## config.mk

```make
export PLATFORM = sky130hd
export DESIGN_NAME = datapath_mc
export DESIGN_NICKNAME = d
export VERILOG_FILES = /design/src/rtl/datapath_mc.sv
export SDC_FILE = /design/constraint.sdc
export NUM_CORES = 2
export LEC_CHECK = 0
export BUFFER_PORTS_ARGS = -buffer_cell sky130_fd_sc_hd__buf_2
export CORE_ASPECT_RATIO = 1.1
export CORE_MARGIN = 5
export CORE_UTILIZATION = 45
export DETAILED_ROUTE_END_ITERATION = 10
export PLACE_DENSITY = 0.67
export SETUP_SLACK_MARGIN = 0.2
export SKIP_LAST_GASP = 1
export SLEW_MARGIN = 5
export SYNTH_ARGS = -nofsm -noshare
export SYNTH_HDL_FRONTEND = slang
export SYNTH_SLANG_ARGS = --single-unit
```

## constraint.sdc

```tcl
create_clock -name clk -period 14.3 [get_ports clk]
set_input_delay 1.43 -clock clk [delete_from_list [all_inputs] [get_ports clk]]
set_output_delay 1.43 -clock clk [all_outputs]
set_load 0.01 [all_outputs]
```

## src/rtl/datapath_mc.sv

```systemverilog
// Multicycle RV32I-subset datapath sharing one memory port: 3 (branch) / 4 (ALU, jump, store) / 5 (load) cycles.
// Each mem_ready-low cycle in FETCH/MEM adds one cycle; the request is held stable and never withdrawn.
package datapath_mc_pkg;
    typedef enum logic [2:0] {IMM_R, IMM_I, IMM_S, IMM_B, IMM_U, IMM_J} instr_type_e;
endpackage

module datapath_mc
    import datapath_mc_pkg::*;
#(
    parameter int              XLEN     = 32,
    parameter int              NREGS    = 32,
    parameter logic [XLEN-1:0] RESET_PC = '0
) (
    input  logic            clk,
    input  logic            reset,
    input  instr_type_e     instr_type_enum_inst,
    input  logic [3:0]      ALUControl,
    input  logic            ALUSrc,
    input  logic [1:0]      ResultSrc,
    input  logic            write_enable_rd,
    input  logic            is_load,
    input  logic            is_store,
    input  logic            is_branch,
    input  logic            branch_invert,
    input  logic            is_jump,
    output logic            mem_req,
    output logic            mem_we,
    output logic [XLEN-1:0] mem_addr,
    output logic [XLEN-1:0] mem_wdata,
    input  logic [XLEN-1:0] mem_rdata,
    input  logic            mem_ready,
    output logic [31:0]     Instr,
    output logic [XLEN-1:0] PC,
    output logic [2:0]      state,
    output logic            instr_done
);
    localparam int RW  = $clog2(NREGS);
    localparam int SHW = $clog2(XLEN);

    typedef enum logic [2:0] {
        S_FETCH = 3'd0, S_DECODE = 3'd1, S_EXECUTE = 3'd2, S_MEM = 3'd3, S_WB = 3'd4
    } state_e;

    state_e            r_state, w_state_nxt;
    logic              r_active;
    logic [XLEN-1:0]   r_pc, r_old_pc, r_a, r_b, r_alu_out, r_mem_data;
    logic [31:0]       r_instr;
    logic [XLEN-1:0]   r_rf [NREGS];

    logic [RW-1:0]     w_rs1, w_rs2, w_rd;
    logic [XLEN-1:0]   w_rs1_val, w_rs2_val;
    logic [31:0]       w_imm32;
    logic [XLEN-1:0]   w_imm_ext, w_src_b, w_alu, w_result;
    logic [SHW-1:0]    w_shamt;
    logic              w_zero, w_taken, w_xfer, w_in_mem;

    assign w_rs1     = r_instr[15 +: RW];
    assign w_rs2     = r_instr[20 +: RW];
    assign w_rd      = r_instr[7 +: RW];
    assign w_rs1_val = (w_rs1 == '0) ? '0 : r_rf[w_rs1];
    assign w_rs2_val = (w_rs2 == '0) ? '0 : r_rf[w_rs2];

    always_comb begin
        w_imm32 = '0;
        case (instr_type_enum_inst)
            IMM_I:   w_imm32 = {{20{r_instr[31]}}, r_instr[31:20]};
            IMM_S:   w_imm32 = {{20{r_instr[31]}}, r_instr[31:25], r_instr[11:7]};
            IMM_B:   w_imm32 = {{19{r_instr[31]}}, r_instr[31], r_instr[7], r_instr[30:25],
                                r_instr[11:8], 1'b0};
            IMM_U:   w_imm32 = {r_instr[31:12], 12'b0};
            IMM_J:   w_imm32 = {{11{r_instr[31]}}, r_instr[31], r_instr[19:12], r_instr[20],
                                r_instr[30:21], 1'b0};
            default: w_imm32 = '0;
        endcase
    end
    assign w_imm_ext = XLEN'($signed(w_imm32));

    assign w_src_b = ALUSrc ? w_imm_ext : r_b;
    assign w_shamt = w_src_b[SHW-1:0];

    always_comb begin
        w_alu = '0;
        case (ALUControl)
            4'd0:    w_alu = r_a + w_src_b;
            4'd1:    w_alu = r_a - w_src_b;
            4'd2:    w_alu = r_a & w_src_b;
            4'd3:    w_alu = r_a | w_src_b;
            4'd4:    w_alu = r_a ^ w_src_b;
            4'd5:    w_alu = {{(XLEN-1){1'b0}}, ($signed(r_a) < $signed(w_src_b))};
            4'd6:    w_alu = r_a << w_shamt;
            4'd7:    w_alu = r_a >> w_shamt;
            default: w_alu = '0;
        endcase
    end
    assign w_zero  = (w_alu == '0);
    assign w_taken = w_zero ^ branch_invert;

    always_comb begin
        w_result = '0;
        case (ResultSrc)
            2'd0:    w_result = r_alu_out;
            2'd1:    w_result = r_mem_data;
            2'd2:    w_result = r_old_pc + XLEN'(4);
            default: w_result = '0;
        endcase
    end

    // r_active keeps mem_req low while reset is held, without any path from mem_ready.
    assign w_in_mem  = (r_state == S_MEM);
    assign mem_req   = r_active && ((r_state == S_FETCH) || w_in_mem);
    assign mem_we    = w_in_mem && is_store;
    assign mem_addr  = w_in_mem ? r_alu_out : r_pc;
    assign mem_wdata = r_b;
    assign w_xfer    = mem_req && mem_ready;
    assign Instr     = r_instr;
    assign PC        = r_pc;
    assign state     = r_state;

    always_comb begin
        w_state_nxt = r_state;
        instr_done  = 1'b0;
        case (r_state)
            S_FETCH:   if (w_xfer) w_state_nxt = S_DECODE;
            S_DECODE:  w_state_nxt = S_EXECUTE;
            S_EXECUTE: begin
                if (is_branch) begin
                    instr_done  = 1'b1;
                    w_state_nxt = S_FETCH;
                end else if (is_jump) begin
                    w_state_nxt = S_WB;
                end else if (is_load || is_store) begin
                    w_state_nxt = S_MEM;
                end else begin
                    w_state_nxt = S_WB;
                end
            end
            S_MEM: begin
                if (w_xfer) begin
                    if (is_store) begin
                        instr_done  = 1'b1;
                        w_state_nxt = S_FETCH;
                    end else begin
                        w_state_nxt = S_WB;
                    end
                end
            end
            S_WB: begin
                instr_done  = 1'b1;
                w_state_nxt = S_FETCH;
            end
            default: w_state_nxt = S_FETCH;
        endcase
    end

    always_ff @(posedge clk or negedge reset) begin
        if (!reset) r_state <= S_FETCH;
        else        r_state <= w_state_nxt;
    end

    always_ff @(posedge clk or negedge reset) begin
        if (!reset) begin
            r_active   <= 1'b0;
            r_pc       <= RESET_PC;
            r_old_pc   <= '0;
            r_instr    <= '0;
            r_a        <= '0;
            r_b        <= '0;
            r_alu_out  <= '0;
            r_mem_data <= '0;
        end else begin
            r_active <= 1'b1;
            case (r_state)
                S_FETCH: if (w_xfer) begin
                    r_instr  <= mem_rdata[31:0];
                    r_old_pc <= r_pc;
                    r_pc     <= r_pc + XLEN'(4);
                end
                S_DECODE: begin
                    r_a       <= w_rs1_val;
                    r_b       <= w_rs2_val;
                    r_alu_out <= r_old_pc + w_imm_ext;
                end
                // Branches keep the DECODE-computed target in r_alu_out.
                S_EXECUTE: begin
                    if (is_branch) begin
                        if (w_taken) r_pc <= r_alu_out;
                    end else if (is_jump) begin
                        r_pc <= r_alu_out;
                    end else begin
                        r_alu_out <= w_alu;
                    end
                end
                S_MEM: if (w_xfer && is_load) r_mem_data <= mem_rdata;
                default: ;
            endcase
        end
    end

    // Register file is deliberately not reset; x0 is never written.
    always_ff @(posedge clk) begin
        if ((r_state == S_WB) && write_enable_rd && (w_rd != '0))
            r_rf[w_rd] <= w_result;
    end
endmodule

```

---- Yosys cells after proc, flatten, opt, wreduce, memory -nomap -nowiden ----
Memory sizes are Yosys's and may differ from the RTL's.
Cells that the tools add are included.
storage, ports and cells
  bits in registers ....................... 228
  memory bits (writable) .................. 1024
  input port bits ......................... 51
  output and inout port bits .............. 134
  logic and storage cells ................. 96
  memories ................................ 1
memory list
  memory  depth  width  read ports  clocked after Yosys merged registers in  wr ports  line  RTL
  r_rf    32     32     2           0                                        1         48    logic [XLEN-1:0] r_rf [NREGS];
cells by class
  $add $sub $neg .......................... 5
  order comparisons ....................... 1
  equal/unequal tests ..................... 24
  shift-type cells ........................ 2
  mux-type cells .......................... 28
  bitwise operators ....................... 4
  reduce and logical (&&, ||, !) cells .... 22
operators with widths
  operator                                        number
  two-way mux 32 bit                              10
  case mux 32 bit (8 select lines)                1
  case mux 32 bit (5 select lines)                1
  case mux 32 bit (2 select lines)                2
  case mux 32 bit (3 select lines)                1
  adder 32 x 3 -> 32 bit (second input constant)  2
  adder 32 bit                                    2
  bitwise AND 32 bit                              1
  logical NOT 32 bit                              1
  < comparator 32 bit                             1
  OR 32 bit                                       1
  left shift 32 x 5 -> 32 bit                     1
  >> shifter 32 x 5 -> 32 bit                     1
  subtractor 32 bit                               1
  XOR 32 bit                                      1
  two-way mux 3 bit                               6
  == test 4 x 3 -> 1 bit (second input constant)  4
  == test 3 x 2 -> 1 bit (second input constant)  4
  case mux 3 bit (4 select lines)                 1
  logical NOT 5 bit                               2
  == test 3 bit (second input constant)           3
  == test 4 x 2 -> 1 bit (second input constant)  2
  != test 2 bit (second input constant)           4
  == test 3 x 1 -> 1 bit (second input constant)  2
  17 further kinds                                31

---- Longest topological paths before layout ----
  word-level depth ........................ 10
  depth in mapped cells ................... 28
  gate-level depth less buffers ........... 24

---- Worst setup path after synthesis ----
No wires, ideal clock.
  kind .................................... input to register
  from .................................... input instr_type_enum_inst[0]
  to ...................................... register r_pc[17] (netlist: PC[17])
  setup time .............................. 0.125 ns
  arrival time ............................ 6.728 ns
  data required time ...................... 14.175 ns
  setup slack ............................. 7.447 ns
  cell stages on the path ................. 24
  path buffers ............................ 5
  cells stage by stage .................... buf_2 -> and4bb_2 -> o21ai_2 -> nand2_2 -> buf_2 -> buf_1 -> buf_1 -> ha_1 -> fa_1 -> a211oi_1 -> o21bai_1 -> o211ai_1 -> a21oi_1 -> o211ai_1 -> o32a_1 -> o21ai_0 -> a221o_1 -> or4_1 -> nor4_1 -> and2_2 -> a21boi_1 -> nor3_4 -> buf_6 -> a21oi_1
between the ends
  cells in the longest elaborated chain, start to end .. 9
  elaborated cells between the ends (all ways) .. 20
  those cells by class .................... 2 x add/sub; 1 x order compare; 6 x eq/ne; 2 x shift; 3 x mux; 4 x bitwise; 2 x reduce/logical
ends and longest elaborated chain
  item                                             line  RTL
  from (decl)                                      16    input instr_type_e instr_type_enum_inst,
  == test 3 bit, or another cell as far along      65    case (instr_type_enum_inst)
  case mux 32 bit (5 select lines) *               65
  two-way mux 32 bit *                             78    assign w_src_b = ALUSrc ? w_imm_ext : r_b;
  subtractor 32 bit, or another cell as far along  85    4'd1: w_alu = r_a - w_src_b;
  case mux 32 bit (8 select lines) *               83    case (ALUControl)
  logical NOT 32 bit *                             95    assign w_zero = (w_alu == '0);
  XOR 1 bit *                                      96    assign w_taken = w_zero ^ branch_invert;
  != test 3 bit (no line) *                        n/a
  AND reduction 4 bit (no line) *                  n/a
  to (signal assigned)                             176   r_pc <= r_pc + XLEN'(4);
  to (signal assigned)                             186   if (w_taken) r_pc <= r_alu_out;
  to (signal assigned)                             188   r_pc <= r_alu_out;
  to (decl)                                        46    logic [XLEN-1:0] r_pc, r_old_pc, r_a, r_b, r_alu_out, r_mem_data;
Mark *: on every way between the ends. The rest lies on a longest branch, timed or not.
A chain may end at the register's enable or synchronous reset.

---- Worst setup path in the final report ----
  from .................................... input instr_type_enum_inst[1]
  to ...................................... register r_pc[9] (netlist: PC[9])
The elaborated chain is that of the path after synthesis.

==> results.json <==
{
  "grt.busiest_layer": "met2",
  "rsz0062_at_grt": "no",
  "die_h_um": 421,
  "synth_edf_count": 1024,
  "cts_sinks": 1252,
  "tightest_slew_ns": 1.38,
  "final_common_cell": "edfxtp_1",
  "min_to": "Instr[1]",
  "wl_um": 257000,
  "post_drt_via_cell_ratio": 6.83,
  "ff2ff_path_depth": 19,
  "fp.coreArea_mm2": 0.152,
  "dp_hpwl_um": 169000,
  "period_minus_slack_ns": 9.14,
  "syn_inst": 5197,
  "htreeDepth": 4,
  "hold_violations": 0,
  "met3_usage_pct": 7.59,
  "slew-limit-headroom_pct": 7.99,
  "most-common-layout-cells": "edfxtp_1 (1,024), nand2_1 (586), mux4_2 (559)",
  "r2r_start": "Instr[31]",
  "yosys-top-cells-area": "edfxtp_1 (45%), mux4_2 (18%), dfrtp_1 (8.3%)",
  "io_pins": 185,
  "hold_buffers": 0,
  "grt_usage_pct": 31.3,
  "comb_power_share_pct": 48.0,
  "powerDensity_mw_per_mm2": 216,
  "period_share_pct": 63.9,
  "power_leakage_nw": 27.0,
  "synth_top_cell_area_share_pct": 44.5,
  "async_flop_share_pct": 18.2,
  "avgRoutedWirePerCell_um": 34.4,
  "ys_warn_count": 0,
  "drc": 0,
  "r2r_setup_slack_ns": 5.56,
  "drv_cap": 0,
  "clk_latency_ns": 0.83,
  "p_seq_share_pct": 31.6,
  "worst-path-max-fanout": 30,
  "outcome": "finished, final reports clean",
  "ctsResizeCount": 0,
  "cpMostUsedCell": "a21oi_1",
  "max_stage_delay_ns": 0.97,
  "num_rows": 150,
  "cts_made_buffers": 132,
  "clk_path_buf_depth": 3,
  "internal-power_w": 0.00939,
  "clockPowerShare_pct": 20.4,
  "syn_to_final_growth_pct": 11.6,
  "fin_setup_tns_ns": 0,
  "avgSynthCellArea_um2": 13.3,
  "post-cts-setup-buffers": 0,
  "synth_largest_area_cell": "edfxtp_1",
  "switching_share_pct": 43.7,
  "grt-ovfl-total": 0,
  "seq_area_frac_synth_pct": 52.8,
  "drt_iter0_markers": 7696,
  "first_pass_iters": 6,
  "multi_input_area_mm2": 0.0312,
  "grt_pass1_wl_um": 361000,
  "antenna_found_initial": 12,
  "die_area_mm2": 0.161,
  "ant_nets": 0,
  "register_area_mm2": 0.0365,
  "layout-drive-gt1-share_pct": 24.4,
  "fmax_mhz": 109,
  "cp_slowest_cell": "nor3_1",
  "fin_hold_ws_ns": 0.479,
  "regToRegEndpoint": "PC[9]",
  "hold_start": "Instr[1]",
  "final.fill_count": 12803,
  "required_ns": 14.96,
  "use_met2_pct": 48.6,
  "numPortBuffers": 184,
  "ys.flop_type": "edfxtp_1",
  "cp_cell_sequence": "buf_2, nor2_1, nor3_1, a21oi_1, a21oi_1, inv_1, ha_1, clkinv_1, nor3_1, nand3_1, o21ai_0, o221ai_1, a2111oi_0, nand4b_1, or4_1, nor4_1, and2_2, nand3_1, a41oi_1, a21oi_1",
  "holdPathStages": 2,
  "switching_power_w": 0.00727,
  "setup_viol": 0,
  "holdCritPathClass": "reg -> reg",
  "synth.cell_area_mm2": 0.0691,
  "num_vias": 51015,
  "grt_pass1_vias": 49108,
  "root_buffer": "clkbuf_16",
  "cts_tree": "done",
  "drv_slew": 0,
  "start_util_pct": 45.4,
  "grt_use_met1_pct": 40.0,
  "worstSetupPathType": "in -> reg",
  "arrival_ns": 9.80,
  "grt_max_degree": 116,
  "path_clk_slew_ns": 0.06,
  "ys_ff_latch": 1252,
  "fin_skew_ns": 0.0568,
  "cp-end-kind": "flip-flop",
  "irDropWorstVdd_v": 0.000138,
  "setup.worst_path.start_class": "primary input",
  "fp.dieW_um": 384,
  "fin_nets": 5491,
  "place_congestion": 1.04,
  "synth.distinct_cells": 92
}
## registers in the layout, indices dropped and copies added (netlist names)
register,cells
Instr,32
PC,32
mem_wdata,32
r_a,32
r_active,1
r_alu_out,32
r_mem_data,32
r_old_pc,32
r_rf,1024
state,3
## cell type report
| class | count | share of cell area, % |
|---|---|---|
| timing repair buffer | 317 | 2.57 |
| tap | 2052 | 3.33 |
| multi-input combinational | 3461 | 40.5 |
| clock inverter | 71 | 1.01 |
| sequential | 1252 | 47.4 |
| antenna | 9 | 0.0292 |
| inverter | 138 | 0.672 |
| clock buffer | 165 | 4.53 |
## synthesized netlist by cell type, types with 51 or more instances
library cell  number
inv_1            135
clkbuf_1         270
nand3_1           85
buf_1             81
nand2_1          586
o21ai_0          257
edfxtp_1        1024
nor2b_1           55
mux2i_1          100
nor3_1            81
a31oi_1           51
mux2_2           126
ha_1             137
dfrtp_1          228
mux4_2           559
o22ai_1           80
nor2_1           272
a21oi_1          306
## per-layer routing
| metal | wire (um) | up-vias | part of all wire [%] |
|---|---|---|---|
| met5 | 12 | - | 0.0047 |
| met1 | 91600 | 25959 | 36 |
| li1 | - | 20769 | - |
| met3 | 28700 | 752 | 11 |
| met4 | 18700 | 2 | 7.3 |
| met2 | 118000 | 3533 | 46 |
## per-stage QoR
stage | utilization, % | power [W] | area [um^2] | worst slack (ns) | std cells
after detailed placement | 47.8 | 0.0131 | 72800 | 4.72 | 7220
final | 50.6 | 0.0167 | 77100 | 5.16 | 7465
after CTS | 50.6 | 0.0165 | 77000 | 5.59 | 7456
after global routing | 50.6 | 0.0173 | 77000 | 4.92 | 7459
after global placement | 47.8 | 0.0130 | 72800 | 4.72 | 7220
after floorplan | - | 0.0101 | 69200 | 7.45 | 5228
## worst max-delay path, delay by kind of cell
kind	cells	cell delay, ns
AND/OR/NAND/NOR	9	4.26
adder cells (fa/ha/maj)	1	0.48
AO/OA/AOI/OAI	7	2.90
buffers and inverters	3	0.71
## cells by family (layout without fill, tap and decap cells)
logic type | count (synthesis) | count (layout) | synth area share (%)
and+or+nand+nor | 1272 | 1272 | 8.25
xor gates and xnor gates | 70 | 70 | 0.888
AOI/OAI and AO/OA | 1163 | 1163 | 11.0
DFF | 1252 | 1252 | 52.8
muxes | 785 | 785 | 21.7
other | 2 | 42 | 0.0109
buffers and inverters | 515 | 691 | 2.87
adders and majority gates | 138 | 138 | 2.51
## power groups by stage
stage	sequential [W]	clock, W	combinational (W)
after floorplan	0.00484	0	0.00522
after global placement	0.00528	0	0.00776
after detailed placement	0.00529	0	0.00779
after CTS	0.00522	0.00344	0.00783
after global routing	0.00526	0.00360	0.00841
final	0.00527	0.00340	0.00799
## worst max-delay path by stage
stage                                       start      to  slack [ns]  cells after the start
final                     instr_type_enum_inst[1]   PC[9]        5.16                     20
after global routing      instr_type_enum_inst[1]   PC[7]        4.92                     20
after CTS                 instr_type_enum_inst[1]  PC[22]        5.59                     20
after detailed placement  instr_type_enum_inst[1]  PC[22]        4.72                     20
after global placement    instr_type_enum_inst[1]  PC[22]        4.72                     20
after floorplan           instr_type_enum_inst[0]  PC[17]        7.45                     24
No activity file was read; power rests on OpenSTA's default activity.
